==> src/rtl/alu_chan_scheduler.sv <==
// Shares one FIR ALU between the left and right channels: each sample runs left
// then right, latches each result and flags dropped requests or stalled computations.
module alu_chan_scheduler #(
    parameter int DW      = 40,
    parameter int TMO_W   = 12,
    parameter int TMO_MAX = 4000
) (
    input  logic          Sclk,
    input  logic          uni_reset_n,
    input  logic          ALU_calc,
    input  logic          alu_finish,
    input  logic [DW-1:0] alu_out,
    output logic          alu_start,
    output logic          chan_sel,
    output logic          ALU_finish_L,
    output logic          ALU_finish_R,
    output logic [DW-1:0] ALU_out_L,
    output logic [DW-1:0] ALU_out_R,
    output logic          busy,
    output logic          overrun,
    output logic          timeout
);

    localparam logic [2:0] S_IDLE    = 3'd0;
    localparam logic [2:0] S_START_L = 3'd1;
    localparam logic [2:0] S_WAIT_L  = 3'd2;
    localparam logic [2:0] S_START_R = 3'd3;
    localparam logic [2:0] S_WAIT_R  = 3'd4;
    localparam logic [2:0] S_DONE    = 3'd5;

    localparam logic [TMO_W-1:0] WDOG_LAST = TMO_W'(TMO_MAX - 1);

    logic [2:0]       state_q, state_d;
    logic             pend_q, pend_d;
    logic [TMO_W-1:0] wdog_q, wdog_d;
    logic             overrun_q, overrun_d;
    logic             timeout_q, timeout_d;
    logic             finL_q, finL_d;
    logic             finR_q, finR_d;
    logic [DW-1:0]    outL_q, outL_d;
    logic [DW-1:0]    outR_q, outR_d;
    logic             inFlight;
    logic             wdogExpired;

    assign inFlight    = (state_q == S_START_L) || (state_q == S_WAIT_L) ||
                         (state_q == S_START_R) || (state_q == S_WAIT_R);
    assign wdogExpired = (wdog_q == WDOG_LAST);

    always_comb begin
        state_d   = state_q;
        pend_d    = pend_q;
        wdog_d    = wdog_q;
        overrun_d = overrun_q;
        timeout_d = timeout_q;
        finL_d    = 1'b0;
        finR_d    = 1'b0;
        outL_d    = outL_q;
        outR_d    = outR_q;

        // Only one request can wait behind the running sample; any further one is lost.
        if (ALU_calc && inFlight) begin
            if (pend_q) begin
                overrun_d = 1'b1;
            end else begin
                pend_d = 1'b1;
            end
        end

        case (state_q)
            S_IDLE: begin
                if (ALU_calc || pend_q) begin
                    state_d = S_START_L;
                    pend_d  = 1'b0;
                end
            end
            S_START_L: begin
                wdog_d  = '0;
                state_d = S_WAIT_L;
            end
            S_WAIT_L: begin
                wdog_d = wdog_q + TMO_W'(1);
                if (alu_finish) begin
                    outL_d  = alu_out;
                    finL_d  = 1'b1;
                    state_d = S_START_R;
                end else if (wdogExpired) begin
                    outL_d    = '0;
                    finL_d    = 1'b1;
                    timeout_d = 1'b1;
                    state_d   = S_START_R;
                end
            end
            S_START_R: begin
                wdog_d  = '0;
                state_d = S_WAIT_R;
            end
            S_WAIT_R: begin
                wdog_d = wdog_q + TMO_W'(1);
                if (alu_finish) begin
                    outR_d  = alu_out;
                    finR_d  = 1'b1;
                    state_d = S_DONE;
                end else if (wdogExpired) begin
                    outR_d    = '0;
                    finR_d    = 1'b1;
                    timeout_d = 1'b1;
                    state_d   = S_DONE;
                end
            end
            S_DONE: begin
                // Serving the queued request while a fresh one arrives keeps the fresh one queued.
                if (pend_q) begin
                    state_d = S_START_L;
                    pend_d  = ALU_calc;
                end else if (ALU_calc) begin
                    state_d = S_START_L;
                end else begin
                    state_d = S_IDLE;
                end
            end
            default: begin
                state_d = S_IDLE;
            end
        endcase
    end

    always_ff @(posedge Sclk or negedge uni_reset_n) begin
        if (!uni_reset_n) begin
            state_q   <= S_IDLE;
            pend_q    <= 1'b0;
            wdog_q    <= '0;
            overrun_q <= 1'b0;
            timeout_q <= 1'b0;
            finL_q    <= 1'b0;
            finR_q    <= 1'b0;
            outL_q    <= '0;
            outR_q    <= '0;
        end else begin
            state_q   <= state_d;
            pend_q    <= pend_d;
            wdog_q    <= wdog_d;
            overrun_q <= overrun_d;
            timeout_q <= timeout_d;
            finL_q    <= finL_d;
            finR_q    <= finR_d;
            outL_q    <= outL_d;
            outR_q    <= outR_d;
        end
    end

    assign alu_start    = (state_q == S_START_L) || (state_q == S_START_R);
    assign chan_sel     = (state_q == S_START_R) || (state_q == S_WAIT_R);
    assign busy         = (state_q != S_IDLE);
    assign ALU_finish_L = finL_q;
    assign ALU_finish_R = finR_q;
    assign ALU_out_L    = outL_q;
    assign ALU_out_R    = outR_q;
    assign overrun      = overrun_q;
    assign timeout      = timeout_q;

endmodule

==> config.mk <==
export PLATFORM = sky130hd
export DESIGN_NAME = alu_chan_scheduler
export DESIGN_NICKNAME = d
export VERILOG_FILES = /design/src/rtl/alu_chan_scheduler.sv
export SDC_FILE = /design/constraint.sdc
export NUM_CORES = 1
export LEC_CHECK = 0
export ABC_AREA = 1
export BUFFER_PORTS_ARGS = -buffer_cell sky130_fd_sc_hd__buf_2
export CELL_PAD_IN_SITES_DETAIL_PLACEMENT = 1
export CELL_PAD_IN_SITES_GLOBAL_PLACEMENT = 2
export CORE_MARGIN = 3
export CORE_UTILIZATION = 26
export CTS_CLUSTER_SIZE = 28
export DETAILED_ROUTE_END_ITERATION = 6
export PLACE_DENSITY_LB_ADDON = 0.2
export SYNTH_ARGS = -nofsm -noshare
export SYNTH_HDL_FRONTEND = slang
export SYNTH_SLANG_ARGS = --single-unit
==> constraint.sdc <==
create_clock -name Sclk -period 1.4 [get_ports Sclk]
set_input_delay 0.28 -clock Sclk [delete_from_list [all_inputs] [get_ports Sclk]]
set_output_delay 0.28 -clock Sclk [all_outputs]
set_load 0.03 [all_outputs]
==> impl_metrics.yaml, run 1 <==
detailed_routing:
  drtAntennaViolNets: 0
  vias: 4095
  drc: 0
  wirelength_um: 13900
  drt_first_pass_iters: 4
  first_iter_violations: 118
  vias_per_cell: 4.25
  wl_per_cell_um: 14.5
synth:
  synthMostInstantiatedCell: "nand2_1"
  synth_top_cell_area_share: 0.564
  synth.largest_area_cell: "dfrtp_1"
  synth-seq-cells: 100
  synth.avg_cell_area_um2: 7.89
  synth_edf_count: 0
  synth-seq-area-share: 0.564
  synth_fp_nets: 608
  netlist_top_cells_area: "dfrtp_1 56%, nand2_1 27%, inv_1 5.4%"
  syn-instance-count: 563
  yosysWarnings: 0
  syn_area_um2: 4440
  synth_ff_type: "dfrtp_1"
  synth.distinct_cells: 24
  synthTopCellsByCount: "318 x nand2_1, 100 x dfrtp_1, 64 x inv_1"
  synthArstFlopShare: 1.00
place:
  gp_congestion: 0.756
  port_buffers: 130
  dp.cells: 926
  dp_hpwl_um: 9850
clocking:
  clkSinkCount: 100
  h-tree-depth: 3
  cts_buffers: 9
  clk_latency_ps: 340
  cts.root.buffer_cell: "clkbuf_16"
  cts_tree: "built"
  clk_pin_slew_ps: 70
  clock_path_buffers: 2
setup_path:
  worst-r2r-cell-count: 10
  critPathMaxStageDelay_ps: 390
  cpMostUsedCell: "buf_6"
  critPathKind: "reg -> out"
  cp_max_fo: 2
  worstPathArrival_ps: 1290
  timing.rr.end: "ALU_out_L[29]"
  crit_path_start: "state_q[1]"
  cpMaxStageDelayCell: "dfrtp_1"
  critPathCapture: "chan_sel"
  crit_buf_inv: 2
  start_kind: "flop"
  crit_chain: "nor2_2, nand2_2, buf_6, o21ai_2, buf_6"
  cp_top_family: "flip-flops"
  cp.required_ps: 1120
  path_depth: 5
  end_kind: "output pin"
  r2r_setup_slack_ps: -150
  r2r-start: "wdog_q[1]"
die:
  die_w_um: 137
  die_height_um: 137
  start_util: 0.267
  dieArea_um2: 18700
  io_pins: 131
  rows: 47
  core_um2: 16600
global_routing:
  grt_pass1_vias: 4322
  grt_max_degree: 68
  overflow: 0
  antenna_found_initial: 1
  grt_first_pass_wirelength_um: 22300
  grt_usage: 0.153
timing:
  period_share: 1.12
  final.min_clock_period_ps: 1570
  hold_violations: 0
  slew_headroom: 0.705
  rsz0062_at_grt: "true"
  final-max-slew-violation-count: 0
  worst_slack_ps: -166
  skew_ps: 9.56
  max_freq_mhz: 639
  setup_viol: 88
  max_slew.worst_pin.slew_ps: 443
final_layout:
  final_cells: 963
  final_layout_size_suffix_gt1_frac: 0.385
  nets: 784
  syn_to_final_growth_pct: 45.8
  diodes: 0
outcome:
  status: "finished, violations left"
  failed_checks: "setup timing"
power_and_ir_drop:
  ir_drop_mv: 0.725
  p_leak_nw: 3.76
  cellPowerDensity_nw_per_um2: 2240
  p_total_mw: 14.5
min_path:
  worstHoldPathType: "in -> reg"
  min_path_cells: 3
flow_run:
  drv_cap: 0
## logic make-up (layout without fill, tap and decap cells)
family                   count (synthesis)  in the layout  synth area share
AND/OR/NAND/NOR                        358            358             0.320
flip-flops                             100            100             0.564
buffers and inverters                   86            266            0.0893
AO/OA/AOI/OAI                           18             18            0.0237
adder cells (fa/ha/maj)                  1              1           0.00282
## layer usage
| layer | global-route usage | routed length (µm) | part of all wire |
|---|---|---|---|
| met2 | 0.249 | 6770 | 0.49 |
| met3 | 0.0371 | 795 | 0.057 |
| met5 | 0 | 7 | 0.00050 |
| met4 | 0.0470 | 199 | 0.014 |
| met1 | 0.202 | 6150 | 0.44 |
## registers in the layout, indices dropped and copies added (netlist names)
name          flops
ALU_finish_L      1
ALU_finish_R      1
ALU_out_L        40
ALU_out_R        40
overrun           1
pend_q            1
state_q           3
timeout           1
wdog_q           12
## worst min path at each step
stage	startpoint	endpoint	slack [ps]
floorplan	uni_reset_n	ALU_finish_L	-20
global placement	uni_reset_n	ALU_finish_R	80
detailed placement	uni_reset_n	ALU_finish_R	80
CTS	ALU_calc	pend_q	210
global route	ALU_calc	overrun	250
finish	ALU_calc	pend_q	240
## cells in the final DEF (no fill, tap or decap), drive strengths merged
cell | synthesis | routed
ha | 1 | 1
a21oi | 1 | 1
a22o | 1 | 1
buf | 17 | 186
dfrtp | 100 | 100
nand4 | 2 | 2
nand2 | 322 | 322
nor4 | 1 | 1
o211ai | 1 | 1
clkbuf | 5 | 11
o21ai | 11 | 11
or2 | 1 | 1
nor2 | 11 | 11
o21bai | 3 | 3
nand3 | 19 | 19
o22ai | 1 | 1
clkinv | 0 | 4
dlygate4sd3 | 0 | 1
nand3b | 2 | 2
inv | 64 | 62
clkinvlp | 0 | 1
bufinv | 0 | 1
## through the flow
| step | cell area (µm²) | setup slack (ps) | hold slack [ps] | util | setup TNS [ps] |
|---|---|---|---|---|---|
| after detailed placement | 5570 | -71.7 | 78.5 | 0.335 | -3370 |
| after CTS | 6270 | -188 | 213 | 0.377 | -8850 |
| after global placement | 5570 | 6.49 | 79.3 | 0.335 | 0 |
| after global routing | 6470 | -230 | 255 | 0.389 | -17710 |
| after floorplan | 4440 | 8.54 | -15.6 | - | 0 |
| final | 6470 | -166 | 239 | 0.389 | -10450 |
## report_power, final
part	leakage [nW]	total [mW]	internal (mW)	switching (mW)
combinational	2.34	7.13	2.47	4.65
clock	0.146	2.53	1.43	1.11
sequential	1.28	4.83	4.01	0.816
## worst register-to-register path: stages (launching register included)
cell	delay [ps]
dfrtp_1	370
ha_2	210
nand2_2	80
nor2_4	140
nand3_4	90
nand2_4	100
nand2_8	70
buf_12	140
buf_12	130
nand2_2	60
nand2_1	60
## repair_timing
item,in CTS,in global routing
endpoints found under the setup margin,86,99
endpoints found under the hold margin,68,0
pin swaps,11,16
resized for setup,60,66
hold buffers,1,0
buffers inserted,13,11
gates cloned,3,0
## layout make-up
type                            instances  area, µm²
Fill cell                            1999      10200
Sequential cell                       100       2500
Multi-Input combinational cell        377       1840
Timing Repair Buffer                  187       1310
Tap cell                              220        275
Inverter                               64        250
Clock buffer                           11        243
Clock inverter                          4       48.8
No activity file was read; power rests on OpenSTA's default activity.
==> inputs of run 2 (changes only) <==
--- a/config.mk
+++ b/config.mk
@@ -9,6 +9,7 @@
 export BUFFER_PORTS_ARGS = -buffer_cell sky130_fd_sc_hd__buf_2
 export CELL_PAD_IN_SITES_DETAIL_PLACEMENT = 1
 export CELL_PAD_IN_SITES_GLOBAL_PLACEMENT = 2
+export CORE_ASPECT_RATIO = 0.6
 export CORE_MARGIN = 3
 export CORE_UTILIZATION = 26
 export CTS_CLUSTER_SIZE = 28
==> impl_metrics.yaml, run 2 (same netlist as run 1, synthesis figures left out) <==
outcome:
  status: "finished, violations left"
  failed_checks: "setup timing"
timing:
  fin_tns_setup_ps: -6880
  skew_ps: 8.30
  slew_headroom: 0.760
  final.min_clock_period_ps: 1550
  hold_ws_ps: 233
  setup_viol: 85
  final-max-slew-violation-count: 0
  worst_slack_ps: -155
  period_share: 1.11
  hold_violations: 0
  rsz0062_at_grt: "true"
  max_freq_mhz: 643
  max_slew.worst_pin.slew_ps: 359
min_path:
  worstHoldPathType: "in -> reg"
global_routing:
  grtUsageMet3: 0.0485
  top_usage_layer: "met2"
  overflow: 0
  grt_usage: 0.161
  met2_usage: 0.260
  grt_pass1_vias: 4516
  use_met1: 0.219
  grt_max_degree: 56
  grt_first_pass_wirelength_um: 23800
  antenna_found_initial: 0
final_layout:
  final_cell_mix: "234 x nand2_1, 126 x buf_2, 99 x dfrtp_1"
  final_layout_size_suffix_gt1_frac: 0.397
  final_common_cell: "nand2_1"
  syn_to_final_growth_pct: 47.4
  nets: 771
  final_cells: 959
  nFillCells: 2005
  diodes: 0
setup_path:
  timing.rr.end: "ALU_out_L[15]"
  worstPathArrival_ps: 1270
  r2r-start: "wdog_q[1]"
  critPathCapture: "chan_sel"
  cp.required_ps: 1120
  cp_max_fo: 6
  critPathKind: "reg -> out"
  worst-r2r-cell-count: 10
  end_kind: "output pin"
  start_kind: "flop"
  crit_path_start: "state_q[0]"
  r2r_setup_slack_ps: -140
die:
  die_height_um: 107
  core_um2: 16500
  start_util: 0.269
  rows: 36
  io_pins: 131
  dieArea_um2: 18700
  die_w_um: 175
power_and_ir_drop:
  p_sw_mw: 6.80
  p_int_mw: 8.16
  ir_drop_mv: 0.936
  cellPowerDensity_nw_per_um2: 2290
  pwr-share-seq: 0.331
  switching_share: 0.454
  clkPwrFrac: 0.187
  combPwrFrac: 0.482
  p_total_mw: 15.0
  p_leak_nw: 3.72
place:
  gp_congestion: 0.785
  dp_hpwl_um: 10400
  dp.cells: 932
  port_buffers: 130
clocking:
  clk_latency_ps: 340
  cts.root.buffer_cell: "clkbuf_16"
  cts_buffers: 9
  clock_path_buffers: 2
  cts_tree: "built"
  clkSinkCount: 100
  h-tree-depth: 3
  clk_pin_slew_ps: 70
detailed_routing:
  vias_per_cell: 4.28
  wirelength_um: 15100
  vias: 4103
  drc: 0
  drtAntennaViolNets: 0
  wl_per_cell_um: 15.7
  first_iter_violations: 164
  drt_first_pass_iters: 4
flow_run:
  drv_cap: 0
run 2: layer usage:
metal  vias to the layer above  wire length [µm]
met1                      1997              7240
met4                         0                92
met5                         -                 0
met2                        85              6910
li1                       2013                 -
met3                         8               850
run 2: final cells by class:
type	instances	area [µm²]	share of cell area
Clock inverter	5	83.8	0.0128
Clock buffer	11	253	0.0386
Timing Repair Buffer	174	1220	0.187
Inverter	64	245	0.0375
Multi-Input combinational cell	377	1950	0.298
Tap cell	228	285	0.0436
Sequential cell	100	2500	0.383
run 2: timing repair:
item                       in CTS  in global routing
buffers inserted                3                  1
hold endpoints to repair      100                  0
pin swaps                       9                 12
setup endpoints to repair      86                 99
resized for setup              68                 78
hold buffers                    1                  0
gates cloned                    4                  2
run 2: power groups by stage:
stage / Clock, mW / Sequential, mW / Combinational (mW)
2_1_floorplan: 0 / 6.69 / 1.86
3_3_place_gp: 0 / 4.69 / 6.22
3_5_place_dp: 0 / 4.73 / 6.37
4_1_cts: 2.89 / 4.79 / 6.86
5_1_grt: 3.02 / 5.10 / 7.83
6_report: 2.80 / 4.95 / 7.22
run 2: worst min path at each step:
stage	from	end	cells past startpoint
after floorplan	uni_reset_n	ALU_finish_L	0
after global placement	uni_reset_n	ALU_out_L[31]	2
after detailed placement	uni_reset_n	ALU_out_L[30]	2
after CTS	ALU_calc	pend_q	3
after global routing	ALU_calc	pend_q	3
final	ALU_calc	pend_q	3
run 2: through the flow:
stage | setup slack, ps | cell area (µm²) | util
after detailed placement | -74.7 | 5560 | 0.337
after global placement | -59.3 | 5560 | 0.337
after CTS | -183 | 6220 | 0.378
after global routing | -227 | 6540 | 0.397
final | -155 | 6540 | 0.397
after floorplan | 8.54 | 4440 | -
run 2: worst max-delay path: stages (launching register included):
cell	delay (ps)
dfrtp_2	440
nor2_2	120
nand2_2	130
o21ai_4	90
buf_6	150
